$ cat src/rtl/rep_sequencer_pkg.sv
`default_nettype none
// ============================================================================
//  Module      : rep_sequencer_pkg
//  Description : Shared opcode, EFLAGS, FSM, REP-prefix and operand-size
//                encodings for the string-instruction REP sequencer.
//  Revision    : 1.0 - initial release
// ============================================================================
package rep_sequencer_pkg;

    localparam logic [6:0] CMD_NOP  = 7'h00;
    localparam logic [6:0] CMD_ADD  = 7'h01;
    localparam logic [6:0] CMD_SUB  = 7'h02;
    localparam logic [6:0] CMD_MOVS = 7'h20;
    localparam logic [6:0] CMD_CMPS = 7'h21;

    localparam int EFLAGS_ZF_BIT = 6;
    localparam int EFLAGS_DF_BIT = 10;

    localparam logic [2:0] ST_IDLE  = 3'd0;
    localparam logic [2:0] ST_CHECK = 3'd1;
    localparam logic [2:0] ST_ISSUE = 3'd2;
    localparam logic [2:0] ST_WAIT  = 3'd3;
    localparam logic [2:0] ST_DONE  = 3'd4;

    localparam logic [1:0] REP_NONE  = 2'b00;
    localparam logic [1:0] REP_E     = 2'b01;
    localparam logic [1:0] REP_NE    = 2'b10;
    localparam logic [1:0] REP_E_ALT = 2'b11;

    localparam logic [1:0] SIZE_1B = 2'd0;
    localparam logic [1:0] SIZE_2B = 2'd1;
    localparam logic [1:0] SIZE_4B = 2'd2;

    function automatic logic [2:0] size_bytes(input logic [1:0] size);
        case (size)
            SIZE_1B: size_bytes = 3'd1;
            SIZE_2B: size_bytes = 3'd2;
            default: size_bytes = 3'd4;
        endcase
    endfunction

    function automatic logic is_str(input logic [6:0] opc);
        is_str = (opc == CMD_MOVS) || (opc == CMD_CMPS);
    endfunction

endpackage
`default_nettype wire

$ cat src/rtl/rep_sequencer_addr_step.sv
`default_nettype none
// ============================================================================
//  Module      : rep_addr_step
//  Description : Next string pointer: address +/- operand size, wrapping.
//  Revision    : 1.0 - initial release
// ============================================================================
module rep_addr_step
    import rep_sequencer_pkg::*;
#(
    parameter int ADDR_W = 32
) (
    input  logic [1:0]        i_size,
    input  logic              i_df,
    input  logic [ADDR_W-1:0] i_addr,
    output logic [ADDR_W-1:0] o_next_addr
);

    logic [ADDR_W-1:0] w_step;

    assign w_step      = {{(ADDR_W-3){1'b0}}, size_bytes(i_size)};
    assign o_next_addr = i_df ? (i_addr - w_step) : (i_addr + w_step);

endmodule
`default_nettype wire

$ cat src/rtl/rep_sequencer.sv
`default_nettype none
// ============================================================================
//  Module      : rep_sequencer
//  Description : Sequences REP/REPE/REPNE string instructions into single
//                iterations and reports final ECX/ESI/EDI/EFLAGS.
//  Revision    : 1.0 - initial release
// ============================================================================
module rep_sequencer
    import rep_sequencer_pkg::*;
#(
    parameter int ADDR_W = 32
) (
    input  logic              clk,
    input  logic              rst_n,
    input  logic              in_valid,
    output logic              in_ready,
    input  logic [6:0]        in_opc,
    input  logic [1:0]        in_rep,
    input  logic [1:0]        in_size,
    input  logic [ADDR_W-1:0] in_ecx,
    input  logic [ADDR_W-1:0] in_esi,
    input  logic [ADDR_W-1:0] in_edi,
    input  logic [31:0]       in_eflags,
    output logic              it_valid,
    input  logic              it_ready,
    output logic [6:0]        it_opc,
    output logic [ADDR_W-1:0] it_esi,
    output logic [ADDR_W-1:0] it_edi,
    output logic [31:0]       it_eflags,
    input  logic              it_rsp_valid,
    input  logic [31:0]       it_rsp_eflags,
    output logic              done_valid,
    input  logic              done_ready,
    output logic [ADDR_W-1:0] done_ecx,
    output logic [ADDR_W-1:0] done_esi,
    output logic [ADDR_W-1:0] done_edi,
    output logic [31:0]       done_eflags,
    output logic [ADDR_W-1:0] done_iters
);

    localparam logic [ADDR_W-1:0] C_ONE = {{(ADDR_W-1){1'b0}}, 1'b1};

    logic [2:0]        state_q,  state_d;
    logic [6:0]        opc_q,    opc_d;
    logic [1:0]        rep_q,    rep_d;
    logic [1:0]        size_q,   size_d;
    logic              df_q,     df_d;
    logic [ADDR_W-1:0] ecx_q,    ecx_d;
    logic [ADDR_W-1:0] esi_q,    esi_d;
    logic [ADDR_W-1:0] edi_q,    edi_d;
    logic [31:0]       eflags_q, eflags_d;
    logic [ADDR_W-1:0] iters_q,  iters_d;

    logic              w_str;
    logic              w_cmps;
    logic              w_rep_eff;
    logic              w_zf;
    logic              w_term;
    logic [ADDR_W-1:0] w_ecx_dec;
    logic [ADDR_W-1:0] w_esi_next;
    logic [ADDR_W-1:0] w_edi_next;

    rep_addr_step #(.ADDR_W(ADDR_W)) u_step_esi (
        .i_size      (size_q),
        .i_df        (df_q),
        .i_addr      (esi_q),
        .o_next_addr (w_esi_next)
    );

    rep_addr_step #(.ADDR_W(ADDR_W)) u_step_edi (
        .i_size      (size_q),
        .i_df        (df_q),
        .i_addr      (edi_q),
        .o_next_addr (w_edi_next)
    );

    assign w_str     = is_str(opc_q);
    assign w_cmps    = (opc_q == CMD_CMPS);
    assign w_rep_eff = (rep_q != REP_NONE) && w_str;
    assign w_zf      = it_rsp_eflags[EFLAGS_ZF_BIT];
    assign w_ecx_dec = (w_rep_eff && (ecx_q != '0)) ? (ecx_q - C_ONE) : ecx_q;

    // REPNE stops on a match (ZF=1); REPE and its 2'b11 alias stop on a miss.
    assign w_term = !w_rep_eff || (w_ecx_dec == '0) ||
                    (w_cmps && ((rep_q == REP_NE) ? w_zf : !w_zf));

    always_comb begin
        state_d  = state_q;
        opc_d    = opc_q;
        rep_d    = rep_q;
        size_d   = size_q;
        df_d     = df_q;
        ecx_d    = ecx_q;
        esi_d    = esi_q;
        edi_d    = edi_q;
        eflags_d = eflags_q;
        iters_d  = iters_q;
        case (state_q)
            ST_IDLE: begin
                if (in_valid) begin
                    opc_d    = in_opc;
                    rep_d    = in_rep;
                    size_d   = in_size;
                    df_d     = in_eflags[EFLAGS_DF_BIT];
                    ecx_d    = in_ecx;
                    esi_d    = in_esi;
                    edi_d    = in_edi;
                    eflags_d = in_eflags;
                    iters_d  = '0;
                    state_d  = ST_CHECK;
                end
            end
            ST_CHECK: begin
                state_d = (w_rep_eff && (ecx_q == '0)) ? ST_DONE : ST_ISSUE;
            end
            ST_ISSUE: begin
                if (it_ready) begin
                    state_d = ST_WAIT;
                end
            end
            ST_WAIT: begin
                if (it_rsp_valid) begin
                    eflags_d = it_rsp_eflags;
                    iters_d  = (&iters_q) ? iters_q : (iters_q + C_ONE);
                    ecx_d    = w_ecx_dec;
                    if (w_str) begin
                        esi_d = w_esi_next;
                        edi_d = w_edi_next;
                    end
                    state_d = w_term ? ST_DONE : ST_ISSUE;
                end
            end
            ST_DONE: begin
                if (done_ready) begin
                    state_d = ST_IDLE;
                end
            end
            default: state_d = ST_IDLE;
        endcase
    end

    always_ff @(posedge clk or negedge rst_n) begin
        if (!rst_n) begin
            state_q  <= ST_IDLE;
            opc_q    <= '0;
            rep_q    <= '0;
            size_q   <= '0;
            df_q     <= 1'b0;
            ecx_q    <= '0;
            esi_q    <= '0;
            edi_q    <= '0;
            eflags_q <= '0;
            iters_q  <= '0;
        end else begin
            state_q  <= state_d;
            opc_q    <= opc_d;
            rep_q    <= rep_d;
            size_q   <= size_d;
            df_q     <= df_d;
            ecx_q    <= ecx_d;
            esi_q    <= esi_d;
            edi_q    <= edi_d;
            eflags_q <= eflags_d;
            iters_q  <= iters_d;
        end
    end

    assign in_ready    = (state_q == ST_IDLE);
    assign it_valid    = (state_q == ST_ISSUE);
    assign it_opc      = opc_q;
    assign it_esi      = esi_q;
    assign it_edi      = edi_q;
    assign it_eflags   = eflags_q;
    assign done_valid  = (state_q == ST_DONE);
    assign done_ecx    = ecx_q;
    assign done_esi    = esi_q;
    assign done_edi    = edi_q;
    assign done_eflags = eflags_q;
    assign done_iters  = iters_q;

endmodule
`default_nettype wire

$ cat config.mk
export PLATFORM = sky130hd
export DESIGN_NAME = rep_sequencer
export DESIGN_NICKNAME = d
export VERILOG_FILES = /design/src/rtl/rep_sequencer_pkg.sv /design/src/rtl/rep_sequencer_addr_step.sv /design/src/rtl/rep_sequencer.sv
export SDC_FILE = /design/constraint.sdc
export NUM_CORES = 1
export LEC_CHECK = 0
export CORE_ASPECT_RATIO = 0.8
export CORE_MARGIN = 10
export CORE_UTILIZATION = 52
export CTS_CLUSTER_SIZE = 40
export DETAILED_ROUTE_END_ITERATION = 8
export PLACE_DENSITY_LB_ADDON = 0.3
export SETUP_SLACK_MARGIN = 0.4
export SLEW_MARGIN = 10
export SYNTH_ARGS = -nofsm -noshare
export SYNTH_HDL_FRONTEND = slang
export SYNTH_HIERARCHICAL = 1
export SYNTH_SLANG_ARGS = --single-unit
$ cat constraint.sdc
create_clock -name clk -period 7.02 [get_ports clk]
set_clock_uncertainty 0.1 [all_clocks]
set_input_delay 1.053 -clock clk [delete_from_list [all_inputs] [get_ports clk]]
set_output_delay 1.053 -clock clk [all_outputs]
set_load 0.01 [all_outputs]
==> metrics.md, run 1 <==
| Metric | Value |
|---|---|
| Grt met1 use | `0.3652` |
| Top-Level Pins | `about 440` |
| Net Count, Synth | `just over 2000` |
| Crit Path Class | `reg2reg` |
| Signal arrival time at the worst endpoint | `between 4 and 5 ns` |
| Top fanout value on the critical path | `34` |
| Final-stage net count | `~2300` |
| Commonest cells after routing, fill and taps aside | `sky130_fd_sc_hd__clkdlybuf4s50_1 (441), sky130_fd_sc_hd__nand2_1 (291), sky130_fd_sc_hd__nor2_1 (221), sky130_fd_sc_hd__dfrtp_1 (174), sky130_fd_sc_hd__a21oi_1 (125)` |
| Type of destination of the critical path | `flip-flop` |
| Result of the run | `finished, final reports clean` |
| Final wirelength | `about 52000 um` |
| Growth of design area from synthesis to finish | `31.30%` |
| Width of the die | `between 200 and 250 um` |
| Initial cell density of the core | `0.5327` |
| Startpoint kind of the worst setup timing path | `flip-flop` |
| End-of-flow core utilization | `0.6994` |
| Total leakage power | `approximately 0.0074 uW` |
| Weighted congestion at the end of routability-driven global placement | `about 0.95` |
| Worst R2R Setup Slack | `between 2 and 3 ns` |
| Met3 capacity usage during global routing | `0.05246` |
| Global-route total usage across every layer | `0.2879` |
| M2 GR Usage | `0.4932` |
| TritonCTS Buffers | `17` |
| Highest ir drop seen on vdd | `~0.00039 V` |
| Number of instances in the synthesized netlist | `~1800` |
| Overflow left after global routing | `0` |
| Cell variety after synth | `92` |
| Height of the die | `roughly 170 um` |
| Reported max-cap violation count | `0` |
| Total of fill cells in the finished design | `roughly 2100` |
| Post-synthesis async set-or-reset flop share | `1.000` |
| Maximum clock path buffer count | `2` |
| Ratio of cells with drive above 1 in the final layout | `0.05153` |
| RSZ-0062 raised after global routing | `no` |
| Flip-flop cell with the highest count after synthesis | `sky130_fd_sc_hd__dfrtp_1` |
| Die Footprint | `0.03413 mm2` |
| Per-instance average area after synthesis | `a little under 8 um2` |
| Number of setup violations in the final report | `0` |
| Cell Pwr Density | `between 500 and 600 mW/mm2` |
| Largest net degree at the start of global routing | `116` |
| Number of H-tree levels | `4` |
| Router iterations before antenna repair | `6` |
| Worst-path clk slew | `0.09 ns` |
| Via density per instance | `slightly above 6` |
| Number of antenna violations at the first check in global routing | `6` |
| Final hold violations | `0` |
| Via count of the first global-routing pass | `13950` |
| Number of synthesized flops with an enable pin | `0` |
| Pre-CTS setup slack | `2.887 ns` |
| Latest clock arrival within the worst-skew pair | `about 0.45 ns` |
| WL per Instance | `around 21 um` |
| Total Negative Setup Slacks | `0 ns` |
| Floorplan row count | `53` |
| Most used routing layer | `met2` |
| CTS-repair resized insts | `0` |
| Hpwl dp | `39700 um` |
| Remaining antenna violation count | `0` |
| Synth Cell Area | `0.01409 mm2` |
| Global-route wire length before repair | `79670 um` |
| Core area | `approximately 0.026 mm2` |
| Leading cell type in the layout, fill and taps excluded | `sky130_fd_sc_hd__clkdlybuf4s50_1` |
| Data required time of the critical path | `about 7.3 ns` |
| Number of setup buffers added after CTS | `0` |
| Total number of clock tree sinks | `approximately 180` |
| Number of buffers inserted for hold repair after clock tree synthesis | `0` |
| Number of DRC markers in iteration 0 | `about 1400` |
| Sequential fraction of the synthesis area | `0.3107` |
| CTS tree | `done` |
| Count of buffers inserted at the top-level ports | `roughly 440` |
| Final critical delay including setup and external delays | `4.160 ns` |
| Yosys reg bits | `~180` |
| Final WS setup | `about 2.9 ns` |
| DRC violation count after routing | `0` |
| Worst-margin pin slew | `1.372 ns` |
| Yosys Warn Count | `6` |
| Crit share post-route | `0.5927` |
| Path type of the worst min-delay path | `reg2reg` |
| Max-slew headroom | `0.07685` |
| Overall via count from detail_route | `14860` |
| Worst hold slack across all endpoints | `about 0.44 ns` |
| CTS Root Cell | `sky130_fd_sc_hd__clkbuf_16` |
| Max Slew Vio Count | `0` |
| Maximum clock frequency | `240.4 MHz` |
cell usage after synthesis, types with 10 or more instances:
cell type | number | area, um2
sky130_fd_sc_hd__xor2_1 | 39 | 341.6
sky130_fd_sc_hd__a21oi_1 | 127 | 635.6
sky130_fd_sc_hd__or4_1 | 11 | 82.58
sky130_fd_sc_hd__buf_2 | 13 | 65.06
sky130_fd_sc_hd__nand3_1 | 42 | 210.2
sky130_fd_sc_hd__xnor2_1 | 47 | 411.6
sky130_fd_sc_hd__dfrtp_1 | 175 | 4379
sky130_fd_sc_hd__nand4_1 | 22 | 137.6
sky130_fd_sc_hd__ha_1 | 66 | 825.8
sky130_fd_sc_hd__o211ai_1 | 19 | 142.6
sky130_fd_sc_hd__clkbuf_1 | 77 | 289.0
sky130_fd_sc_hd__mux2_2 | 17 | 191.4
sky130_fd_sc_hd__o21ai_0 | 65 | 325.3
sky130_fd_sc_hd__nor3_1 | 42 | 210.2
sky130_fd_sc_hd__buf_4 | 99 | 743.2
sky130_fd_sc_hd__nand2_1 | 291 | 1092
sky130_fd_sc_hd__o21a_1 | 10 | 75.07
sky130_fd_sc_hd__or3_1 | 14 | 87.58
sky130_fd_sc_hd__o22ai_1 | 18 | 112.6
sky130_fd_sc_hd__nor4_1 | 14 | 87.58
sky130_fd_sc_hd__inv_1 | 38 | 142.6
sky130_fd_sc_hd__a21o_1 | 21 | 157.7
sky130_fd_sc_hd__and2_1 | 13 | 81.33
sky130_fd_sc_hd__nor2_1 | 222 | 833.3
sky130_fd_sc_hd__and3_1 | 13 | 81.33
sky130_fd_sc_hd__a31oi_1 | 110 | 688.2
sequential cells by signal, indices dropped and copies added (netlist names):
signal       count
done_ecx        32
done_iters      32
rep_q            2
it_opc           7
size_q           2
df_q             1
done_edi        32
state_q          3
done_eflags     32
done_esi        32
cell type report:
| type | count | area (um2) | share of cell area |
|---|---|---|---|
| clock buffers | 18 | 429.2 | 0.02319 |
| well taps | 357 | 446.7 | 0.02414 |
| flip-flops and latches | 175 | 4380 | 0.2367 |
| multi-input cells | 1398 | 8397 | 0.4538 |
| diodes | 6 | 15.01 | 0.0008114 |
| clock inverters | 14 | 186.4 | 0.01007 |
| inverters | 38 | 142.6 | 0.007708 |
| repair buffers | 453 | 4508 | 0.2436 |
cells by family after synthesis:
kind of cell | count (synthesis) | share of synthesized area
muxes | 20 | 0.01571
and+or+nand+nor | 749 | 0.2457
buffers and inverters | 240 | 0.09588
adders and majority gates | 68 | 0.06143
DFF | 175 | 0.3107
AOI/OAI and AO/OA | 475 | 0.2171
xor gates and xnor gates | 86 | 0.05344
critical path, cell delays in order, from the launching register on:
cell,delay [ns]
sky130_fd_sc_hd__dfrtp_2,0.84
sky130_fd_sc_hd__buf_4,0.48
sky130_fd_sc_hd__mux2_2,0.41
sky130_fd_sc_hd__ha_1,0.27
sky130_fd_sc_hd__nor2b_1,0.19
sky130_fd_sc_hd__o2111ai_1,0.17
sky130_fd_sc_hd__a211o_1,0.37
sky130_fd_sc_hd__o211ai_2,0.51
sky130_fd_sc_hd__a2111oi_2,0.16
sky130_fd_sc_hd__a311oi_2,0.28
sky130_fd_sc_hd__nand2_1,0.08
sky130_fd_sc_hd__a31oi_1,0.20
metal layers:
metal	vias to the layer above	share of wire
met5	-	0.00033
met2	726	0.49
met1	7093	0.41
met4	2	0.020
li1	6966	-
met3	75	0.075
through the flow:
stage | instance area (um2) | instances | power, uW
after detailed placement | 17870 | 2421 | 9891
after CTS | 18490 | 2453 | 10970
final | 18510 | 2459 | 11030
after global routing | 18510 | 2459 | 11880
after global placement | 17870 | 2421 | 9742
after floorplan | 14090 | 1813 | 7426
report_power, final:
group	total (uW)	switching (uW)	internal [uW]
Combinational	7880	4420	3460
Clock	1030	508	520
Sequential	2120	664	1460
Total	11000	5590	5440
path summary, 6_finish.rpt:
check	startpoint	end	cells past startpoint
worst min register to register	it_opc[6]$_DFFE_PN0P_	it_opc[6]$_DFFE_PN0P_	1
max in group asynchronous	rst_n	df_q$_DFFE_PN0P_	2
worst max register to register	df_q$_DFFE_PN0P_	done_edi[25]$_DFFE_PN0P_	11
min in group asynchronous	rst_n	done_eflags[9]$_DFFE_PN0P_	1
worst min-delay path	it_opc[6]$_DFFE_PN0P_	it_opc[6]$_DFFE_PN0P_	1
worst max-delay path	df_q$_DFFE_PN0P_	done_edi[25]$_DFFE_PN0P_	11
(Power assumes the default switching activity.)
==> run 2, diff against run 1 <==
- CORE_UTILIZATION: 52 -> 44
- clock period: 7.02 -> 3.64 ns (I/O delays scaled with it)
==> run 2 against run 1 <==
Compared with the run above: flip-flop and latch count unchanged; critical path depth up 5; combinational power up 120%; non-clock buffer count up 75; design area up 7.3%; setup slack worse by 2.6 ns; via count up 1.5%; routed wire length up 9.5%; count of clock-buffer cells in the layout up 1.
==> metrics.md, run 2 (synthesis gave the netlist of run 1 again) <==
| Metric | Value |
|---|---|
| Worst R2R Setup Slack | `0.25 ns (was 2.86 ns)` |
| Slowest cell on crit path | `sky130_fd_sc_hd__dfrtp_2 (unchanged)` |
| Total power | `23340 uW (was 11030 uW)` |
| Sequential fraction of design power | `0.170 (was 0.192)` |
| Growth of design area from synthesis to finish | `40.86% (was 31.30%)` |
| Fraction of power spent switching nets | `0.4971 (was 0.5067)` |
| Final WS setup | `0.2469 ns (was 2.860 ns)` |
| Max-slew headroom | `0.4683 (was 0.07685)` |
| Global-route total usage across every layer | `0.2714 (was 0.2879)` |
| Overflow left after global routing | `0 (unchanged)` |
| Width of the die | `220.1 um (was 204.1 um)` |
| Initial cell density of the core | `0.4475 (was 0.5327)` |
| Core area | `0.03150 mm2 (was 0.02646 mm2)` |
| Crit Path Class | `reg2reg (unchanged)` |
| Total Negative Setup Slacks | `0 ns (unchanged)` |
| Maximum clock path buffer count | `2 (unchanged)` |
| Total number of clock tree sinks | `175 (unchanged)` |
| Total leakage power | `0.007930 uW (was 0.007405 uW)` |
| Worst hold slack across all endpoints | `0.08654 ns (was 0.4437 ns)` |
| Floorplan row count | `58 (was 53)` |
| DRC violation count after routing | `0 (unchanged)` |
| Count of buffers inserted at the top-level ports | `442 (unchanged)` |
| Number of DRC markers in iteration 0 | `1334 (was 1415)` |
| Switching Power | `11600 uW (was 5589 uW)` |
| Startpoint kind of the worst setup timing path | `flip-flop (unchanged)` |
| Height of the die | `180.1 um (was 167.3 um)` |
| Final wirelength | `56900 um (was 51980 um)` |
| Result of the run | `finished, final reports clean (unchanged)` |
| Worst-path clk slew | `0.08 ns (was 0.09 ns)` |
| Number of setup violations in the final report | `0 (unchanged)` |
| WL per Instance | `21.85 um (was 21.14 um)` |
| Cells on worst reg2reg path | `16 (was 11)` |
| Data required time of the critical path | `3.91 ns (was 7.28 ns)` |
| Largest net degree at the start of global routing | `143 (was 116)` |
| Pre-CTS setup slack | `0.03657 ns (was 2.887 ns)` |
| Cell Pwr Density | `1176 mW/mm2 (was 596.0 mW/mm2)` |
| Critical path's largest stage delay | `0.49 ns (was 0.84 ns)` |
| Via density per instance | `5.795 (was 6.044)` |
| Final hold violations | `0 (unchanged)` |
| Overall via count from detail_route | `15090 (was 14860)` |
| CTS Root Cell | `sky130_fd_sc_hd__clkbuf_16 (unchanged)` |
| Global-route wire length before repair | `85880 um (was 79670 um)` |
| Final-stage net count | `2403 (was 2328)` |
| FF-to-FF End | `done_edi[10]$_DFFE_PN0P_ (was done_edi[25]$_DFFE_PN0P_)` |
| Router iterations before antenna repair | `7 (was 6)` |
| Number of antenna violations at the first check in global routing | `16 (was 6)` |
| Critical path cell sequence | `nor2_4 > inv_2 > ha_4 > inv_2 > mux2_4 > fa_2 > a21o_1 > a311oi_2 > or2_4 > buf_4 > buf_6 > nand2_4 > a31oi_4 > xnor2_1 > nand2_1 > a31oi_1 (was buf_4 > mux2_2 > ha_1 > nor2b_1 > o2111ai_1 > a211o_1 > o211ai_2 > a2111oi_2 > a311oi_2 > nand2_1 > a31oi_1)` |
| Source of the worst register-to-register timing path | `size_q[0]$_DFFE_PN0P_ (was df_q$_DFFE_PN0P_)` |
| CTS tree | `done (unchanged)` |
| Number of H-tree levels | `4 (unchanged)` |
| Die Footprint | `0.03963 mm2 (was 0.03413 mm2)` |
| Max Slew Vio Count | `0 (unchanged)` |
| Portion of total power attributed to the clock network | `0.088 (was 0.093)` |
| Path type of the worst min-delay path | `in2async (was reg2reg)` |
| Signal arrival time at the worst endpoint | `3.67 ns (was 4.42 ns)` |
| Leading cell type in the layout, fill and taps excluded | `sky130_fd_sc_hd__clkdlybuf4s50_1 (unchanged)` |
| Share of total power in combinational logic | `0.742 (was 0.715)` |
| Weighted congestion at the end of routability-driven global placement | `0.9788 (was 0.9539)` |
| Worst-margin pin slew | `0.7976 ns (was 1.372 ns)` |
| Reported max-cap violation count | `0 (unchanged)` |
| Internal power | `11740 uW (was 5441 uW)` |
| RSZ-0062 raised after global routing | `yes (was no)` |
| Top-Level Pins | `443 (unchanged)` |
| Remaining antenna violation count | `0 (unchanged)` |
| Commonest cells after routing, fill and taps aside | `sky130_fd_sc_hd__clkdlybuf4s50_1 (441), sky130_fd_sc_hd__nand2_1 (290), sky130_fd_sc_hd__nor2_1 (218), sky130_fd_sc_hd__dfrtp_1 (165), sky130_fd_sc_hd__a21oi_1 (117) (was sky130_fd_sc_hd__clkdlybuf4s50_1 (441), sky130_fd_sc_hd__nand2_1 (291), sky130_fd_sc_hd__nor2_1 (221), sky130_fd_sc_hd__dfrtp_1 (174), sky130_fd_sc_hd__a21oi_1 (125))` |
| Maximum clock frequency | `294.7 MHz (was 240.4 MHz)` |
| Cell type with the highest occurrence count on the critical path | `sky130_fd_sc_hd__inv_2` |
| Type of destination of the critical path | `flip-flop (unchanged)` |
| Via count of the first global-routing pass | `14840 (was 13950)` |
| Top fanout value on the critical path | `5 (was 34)` |
| Crit share post-route | `0.9322 (was 0.5927)` |
| TritonCTS Buffers | `17 (unchanged)` |
| Ratio of cells with drive above 1 in the final layout | `0.1211 (was 0.05153)` |
| Final critical delay including setup and external delays | `3.393 ns (was 4.160 ns)` |
| Hpwl dp | `42880 um (was 39700 um)` |
| Latest clock arrival within the worst-skew pair | `0.45 ns (about the same)` |
| Highest ir drop seen on vdd | `0.0007079 V (was 0.0003908 V)` |
-- run 2: what timing repair did --
action | CTS | global route
gates resized for setup | 32 | 86
endpoints found under the setup margin | 35 | 43
hold buffers | 0 | 0
setup buffers | 11 | 21
pin swaps | 21 | 66
-- run 2: metal layers --
layer / vias to the layer above / share of wire / GRT usage
met5: - / 0.0010 / 0
met4: 8 / 0.025 / 0.09382
met3: 82 / 0.084 / 0.07232
met2: 600 / 0.48 / 0.4425
met1: 7293 / 0.41 / 0.3383
li1: 7106 / - / -
-- run 2: through the flow --
step	utilization	instances	instance area, um2
floorplan	-	1813	14100
finish	0.6303	2604	19850
CTS	0.6098	2570	19210
global placement	0.5826	2527	18350
detailed placement	0.5826	2527	18350
global route	0.6301	2601	19850
-- run 2: critical path, delay by kind of cell, from the launching register on --
kind / cells / cell delay, ns
AO/OA/AOI/OAI: 4 / 0.95
adder cells (fa/ha/maj): 2 / 0.62
flip-flops: 1 / 0.49
AND/OR/NAND/NOR: 4 / 0.48
multiplexers: 1 / 0.28
buffers and inverters: 4 / 0.26
XOR/XNOR: 1 / 0.14
-- run 2: worst max path at each step --
stage,startpoint,to,cells after the start
floorplan,size_q[0]$_DFFE_PN0P_,done_edi[20]$_DFFE_PN0P_,14
CTS,size_q[1]$_DFFE_PN0P_,done_edi[30]$_DFFE_PN0P_,16
finish,size_q[0]$_DFFE_PN0P_,done_edi[10]$_DFFE_PN0P_,16
global route,size_q[0]$_DFFE_PN0P_,done_edi[30]$_DFFE_PN0P_,14
global placement,size_q[0]$_DFFE_PN0P_,done_edi[20]$_DFFE_PN0P_,14
detailed placement,size_q[0]$_DFFE_PN0P_,done_edi[20]$_DFFE_PN0P_,14
-- run 2: final cells by class --
class,instances,area [um2]
diodes,13,32.53
clock buffers,19,442.9
clock inverters,13,192.7
fillers,2794,11640
inverters,38,142.6
multi-input cells,1398,8956
flip-flops and latches,175,4394
well taps,420,525.5
repair buffers,528,5166
-- run 2: power by group through the flow --
stage                     Sequential [uW]  Clock (uW)  Combinational, uW
after floorplan                      4020           0              10300
after global placement               3930           0              15300
after detailed placement             3970           0              15600
after CTS                            3950        2090              16100
after global routing                 4090        2170              18800
final                                3970        2060              17300
